File: config.mk
export PLATFORM = sky130hd
export DESIGN_NAME = btn_press_classifier
export DESIGN_NICKNAME = d
export VERILOG_FILES = /design/src/rtl/btn_press_classifier_pkg.sv /design/src/rtl/btn_press_classifier_edge_det.sv /design/src/rtl/btn_press_classifier.sv
export SDC_FILE = /design/constraint.sdc
export NUM_CORES = 1
export LEC_CHECK = 0
export BUFFER_PORTS_ARGS = -buffer_cell sky130_fd_sc_hd__buf_2
export CAP_MARGIN = 20
export CELL_PAD_IN_SITES_DETAIL_PLACEMENT = 0
export CELL_PAD_IN_SITES_GLOBAL_PLACEMENT = 1
export CORE_MARGIN = 5
export CORE_UTILIZATION = 39
export DETAILED_ROUTE_END_ITERATION = 10
export GPL_TIMING_DRIVEN = 0
export HOLD_SLACK_MARGIN = 0.08
export PLACE_DENSITY = 0.68
export SLEW_MARGIN = 10
export SYNTH_ARGS = -nofsm -noshare
export SYNTH_HDL_FRONTEND = slang
export SYNTH_HIERARCHICAL = 1
export SYNTH_SLANG_ARGS = --single-unit
File: constraint.sdc
create_clock -name clk -period 1.4 [get_ports clk]
set_input_delay 0.14 -clock clk [delete_from_list [all_inputs] [get_ports clk]]
set_output_delay 0.14 -clock clk [all_outputs]
set_load 0.01 [all_outputs]
File: src/rtl/btn_press_classifier_pkg.sv
// rtl/btn_press_classifier_pkg.sv - shared state encoding and default tick constants
`timescale 1ns/1ps
package btn_press_classifier_pkg;

    typedef enum logic [2:0] {
        ST_IDLE      = 3'd0,
        ST_PRESS1    = 3'd1,
        ST_WAIT2     = 3'd2,
        ST_WAIT_REL  = 3'd3,
        ST_LONG_HELD = 3'd4
    } state_t;

    localparam int DEF_LONG_TICKS = 16;
    localparam int DEF_DBL_TICKS  = 8;
    localparam int DEF_CNT_W      = 8;

endpackage

File: src/rtl/btn_press_classifier_edge_det.sv
// rtl/btn_press_classifier_edge_det.sv - rise/fall detector on the debounced level
`timescale 1ns/1ps
module btn_edge_det (
    input  logic clk,
    input  logic rst_n,
    input  logic i_lvl,
    output logic o_rise,
    output logic o_fall
);

    logic r_prev_lvl;

    // Resetting to 1 keeps a button held across reset release from looking like a press.
    always_ff @(posedge clk or negedge rst_n) begin
        if (!rst_n) begin
            r_prev_lvl <= 1'b1;
        end else begin
            r_prev_lvl <= i_lvl;
        end
    end

    assign o_rise = i_lvl & ~r_prev_lvl;
    assign o_fall = ~i_lvl & r_prev_lvl;

endmodule

File: src/rtl/btn_press_classifier.sv
// rtl/btn_press_classifier.sv - classifies debounced presses into SHORT/LONG/DOUBLE pulses plus HOLD
`timescale 1ns/1ps
module btn_press_classifier
    import btn_press_classifier_pkg::*;
#(
    parameter int LONG_TICKS = DEF_LONG_TICKS,
    parameter int DBL_TICKS  = DEF_DBL_TICKS,
    parameter int CNT_W      = DEF_CNT_W
) (
    input  logic clk,
    input  logic rst_n,
    input  logic ce,
    input  logic BTN_LVL,
    output logic SHORT,
    output logic LONG,
    output logic DOUBLE,
    output logic HOLD
);

    state_t             r_state;
    state_t             w_state_nxt;
    logic [CNT_W-1:0]   r_cnt;
    logic [CNT_W-1:0]   w_cnt_nxt;
    logic               w_rise;
    logic               w_fall;
    logic               w_long_hit;
    logic               w_dbl_hit;
    logic               w_short_nxt;
    logic               w_long_nxt;
    logic               w_double_nxt;
    logic               r_short;
    logic               r_long;
    logic               r_double;
    logic               r_hold;

    btn_edge_det u_edge_det (
        .clk    (clk),
        .rst_n  (rst_n),
        .i_lvl  (BTN_LVL),
        .o_rise (w_rise),
        .o_fall (w_fall)
    );

    assign w_long_hit = ce && (r_cnt == CNT_W'(LONG_TICKS - 1));
    assign w_dbl_hit  = ce && (r_cnt == CNT_W'(DBL_TICKS - 1));

    // Edges are checked before timeouts so a coinciding ce never fires an event.
    always_comb begin
        w_state_nxt  = r_state;
        w_short_nxt  = 1'b0;
        w_long_nxt   = 1'b0;
        w_double_nxt = 1'b0;
        case (r_state)
            ST_IDLE: begin
                if (w_rise) w_state_nxt = ST_PRESS1;
            end
            ST_PRESS1: begin
                if (w_fall) begin
                    w_state_nxt = ST_WAIT2;
                end else if (w_long_hit) begin
                    w_state_nxt = ST_LONG_HELD;
                    w_long_nxt  = 1'b1;
                end
            end
            ST_WAIT2: begin
                if (w_rise) begin
                    w_state_nxt  = ST_WAIT_REL;
                    w_double_nxt = 1'b1;
                end else if (w_dbl_hit) begin
                    w_state_nxt = ST_IDLE;
                    w_short_nxt = 1'b1;
                end
            end
            ST_WAIT_REL: begin
                if (w_fall) w_state_nxt = ST_IDLE;
            end
            ST_LONG_HELD: begin
                if (w_fall) w_state_nxt = ST_IDLE;
            end
            default: w_state_nxt = ST_IDLE;
        endcase
    end

    always_comb begin
        w_cnt_nxt = r_cnt;
        if ((w_state_nxt != r_state) || w_rise || w_fall) begin
            w_cnt_nxt = '0;
        end else if (ce) begin
            w_cnt_nxt = r_cnt + 1'b1;
        end
    end

    always_ff @(posedge clk or negedge rst_n) begin
        if (!rst_n) begin
            r_state  <= ST_IDLE;
            r_cnt    <= '0;
            r_short  <= 1'b0;
            r_long   <= 1'b0;
            r_double <= 1'b0;
            r_hold   <= 1'b0;
        end else begin
            r_state  <= w_state_nxt;
            r_cnt    <= w_cnt_nxt;
            r_short  <= w_short_nxt;
            r_long   <= w_long_nxt;
            r_double <= w_double_nxt;
            r_hold   <= (w_state_nxt == ST_LONG_HELD);
        end
    end

    assign SHORT  = r_short;
    assign LONG   = r_long;
    assign DOUBLE = r_double;
    assign HOLD   = r_hold;

endmodule

==> impl_metrics.ini <==
[outcome]
status = finished with violations
violations = negative setup slack

[detailed_routing]
avgViaCountPerCell = 4.93
firstDrtPassIters = 4
detailroute.wirelength.met2_um = 721
wire_per_inst_um = 12.6
highest_layer = met4
vias = 606
ant_nets = 0
m1WireLength_um = 769
routed_wl_um = 1550
drc_errors = 0
wl_met3_um = 44
drtIter0Drc = 5

[logic_synthesis]
netlist_area_um2 = 795
synth_cell_type_count = 30
ys_warn_count = 6
synth_top_area_share_pct = 47.2
synthesis.nets = 80
synth_cells = 75
synth.area.top_cells = dfrtp_1 47%, xnor2_1 7.7%, nor2_1 5.7%, dfstp_2 3.3%, nand2_1 3.3%
synth_seq_area_share_pct = 50.6
yosysTopAreaCell = dfrtp_1
avgSynthCellArea_um2 = 10.6
ys_seq_elements = 16

[timing]
rsz0062_at_grt = yes
slew_violations = 0
slew_headroom_pct = 77.0
fin_crit_sh_pct = 105
whs_ns = 0.209
tightestPinTransition_ns = 0.345
min_period_ns = 1.47
hold_viol_final = 0
setup_tns_ns = -0.337
setup_viol = 10
setup_ws_ns = -0.0678
fmax_ghz = 0.681
fin_skew_ns = 0.000743

[cts]
insertion_delay_ns = 0.28
clockBufferDepth = 2
tritoncts = done
h-tree-depth = 1
cts.sink_count = 16
cts-root-buf = clkbuf_4
cts_made_buffers = 3
cts.clk_slew.worst_paths_ns = 0.09

[worst_setup_path]
reg2reg_slack_ns = -0.07
crit_required_ns = 1.63
cp_slowest_stage_delay_ns = 0.44
critPathLaunchType = flop
end_kind = flop
ff2ff_path_depth = 4
r2r-end = r_state[2]
crit_chain = nor4_4, nor3b_4, nor3b_4, or2_1
cp.arrival_ns = 1.69
crit_top_cell = nor3b_4
critical_path_class = flop to flop
crit_fanout = 3
reg2reg_from = r_cnt[5]
worst_path_max_delay_cell = dfrtp_1

[floorplanning]
rows = 16
die_y_um = 55.1
die_area_um2 = 3040
core_um2 = 1940
start_util_pct = 40.9
io_pins = 8
die_x_um = 55.1

[min_path]
hold_path_class = input pin to flop
hold_end = SHORT
holdPathStages = 3
holdCritStartpoint = ce

[placed_design]
dp_slack_ns = -0.179
place_congestion = 0.692
dp_hpwl_um = 965
port_buffers = 6

[finish]
final_util_pct = 53.5
drive_above_1_share_pct = 37.5
nets = 102
area_delta_synth_final_pct = 30.9
n_antenna_cell = 0
num-fill-cells = 186

[global_routing]
grt_pass1_wl_um = 2710
antenna_found_initial = 0
grt_pass1_vias = 637
grt_usage_pct = 12.5
grt_max_degree = 17
overflow = 0

[power]
ir_drop_v = 0.000799
p_leak_nw = 0.450
power_density_nw_per_um2 = 1010
power_mw = 1.05

[job]
max_cap_violations = 0
-- what timing repair did --
action | in CTS | in global routing
hold buffers | 2 | 0
setup endpoints to repair | 11 | 13
endpoints found under the hold margin | 17 | 0
buffers inserted | 6 | 4
pin swaps | 6 | 5
gates resized for setup | 7 | 6
-- worst max path at each step --
| stage | startpoint | end |
|---|---|---|
| 2_1_floorplan | r_cnt[0] | r_cnt[1] |
| 3_3_place_gp | r_cnt[5] | r_cnt[1] |
| 3_5_place_dp | r_cnt[5] | r_cnt[0] |
| 4_1_cts | r_cnt[6] | r_state[2] |
| 5_1_grt | r_cnt[5] | r_cnt[1] |
| 6_report | r_cnt[5] | r_state[2] |
-- power by group --
| group | switching, mW | internal [mW] |
|---|---|---|
| Clock | 0.145 | 0.158 |
| Combinational | 0.0967 | 0.0928 |
| Sequential | 0.0592 | 0.498 |
-- cell type report --
cell class	instances	area, µm²	share of cell area (%)
well taps	27	33.8	3.25
plain buffers	1	5.00	0.481
repair buffers	17	118	11.3
flip-flops and latches	16	403	38.7
clock buffers	4	36.3	3.49
multi-input cells	55	433	41.6
inverters	3	11.3	1.08
-- stage by stage --
| step | cell area (µm²) | instances |
|---|---|---|
| 2_1_floorplan | 795 | 75 |
| 6_report | 1040 | 123 |
| 3_3_place_gp | 858 | 108 |
| 3_5_place_dp | 858 | 108 |
| 5_1_grt | 1040 | 123 |
| 4_1_cts | 987 | 120 |
-- logic make-up after synthesis --
logic type | synth area share, %
AO/OA/AOI/OAI | 5.04
XOR/XNOR | 8.82
adder cells (fa/ha/maj) | 1.57
buffers and inverters | 2.05
flip-flops | 50.6
multiplexers | 1.26
AND/OR/NAND/NOR | 30.7
-- metal layers --
metal	vias to the layer above	GRT usage [%]
li1	303	-
met1	295	15.6
met2	6	19.7
met3	2	2.68
met4	0	7.29
met5	-	0
-- worst max-delay path, delay by kind of cell, from the launching register on --
kind | cells | cell delay, ns
AND/OR/NAND/NOR | 4 | 0.98
flip-flops | 1 | 0.44
-- cells in the final DEF, fill, tap and decap left out, types with 2 or more instances in the layout --
| cell | n |
|---|---|
| dlygate4sd3_1 | 2 |
| inv_1 | 3 |
| nor2_2 | 2 |
| clkbuf_4 | 3 |
| buf_4 | 9 |
| xnor2_1 | 7 |
| or2_1 | 2 |
| nor3b_4 | 2 |
| nand2_1 | 7 |
| dfrtp_1 | 14 |
| nor3b_1 | 2 |
| nor2_1 | 10 |
| buf_2 | 7 |
| nand4_1 | 4 |
-- synthesized netlist by cell type --
| master | number |
|---|---|
| inv_1 | 3 |
| buf_2 | 1 |
| ha_1 | 1 |
| nor4_1 | 1 |
| or2_1 | 2 |
| a41oi_1 | 1 |
| nor3b_1 | 2 |
| xor2_1 | 1 |
| nand3_1 | 1 |
| nand2_1 | 7 |
| o21ai_0 | 1 |
| xnor2_1 | 7 |
| nor3b_4 | 1 |
| nand4_1 | 4 |
| nor4_4 | 1 |
| nor2b_1 | 1 |
| dfstp_2 | 1 |
| o21ai_2 | 1 |
| nor4b_1 | 2 |
| nor3_1 | 1 |
| nor2_1 | 12 |
| o31ai_1 | 1 |
| nor3b_2 | 1 |
| and3_1 | 1 |
| a311o_1 | 1 |
| and2b_2 | 1 |
| or3_1 | 1 |
| nand2b_1 | 1 |
| mux2i_1 | 1 |
| dfrtp_1 | 15 |
-- registers in the layout (all words and copies together), names as in the netlist --
name	cells
r_cnt	8
r_state	3
HOLD	1
u_edge_det/r_prev_lvl	1
DOUBLE	1
LONG	1
SHORT	1
Note: power is estimated with default switching activity, not from simulation.
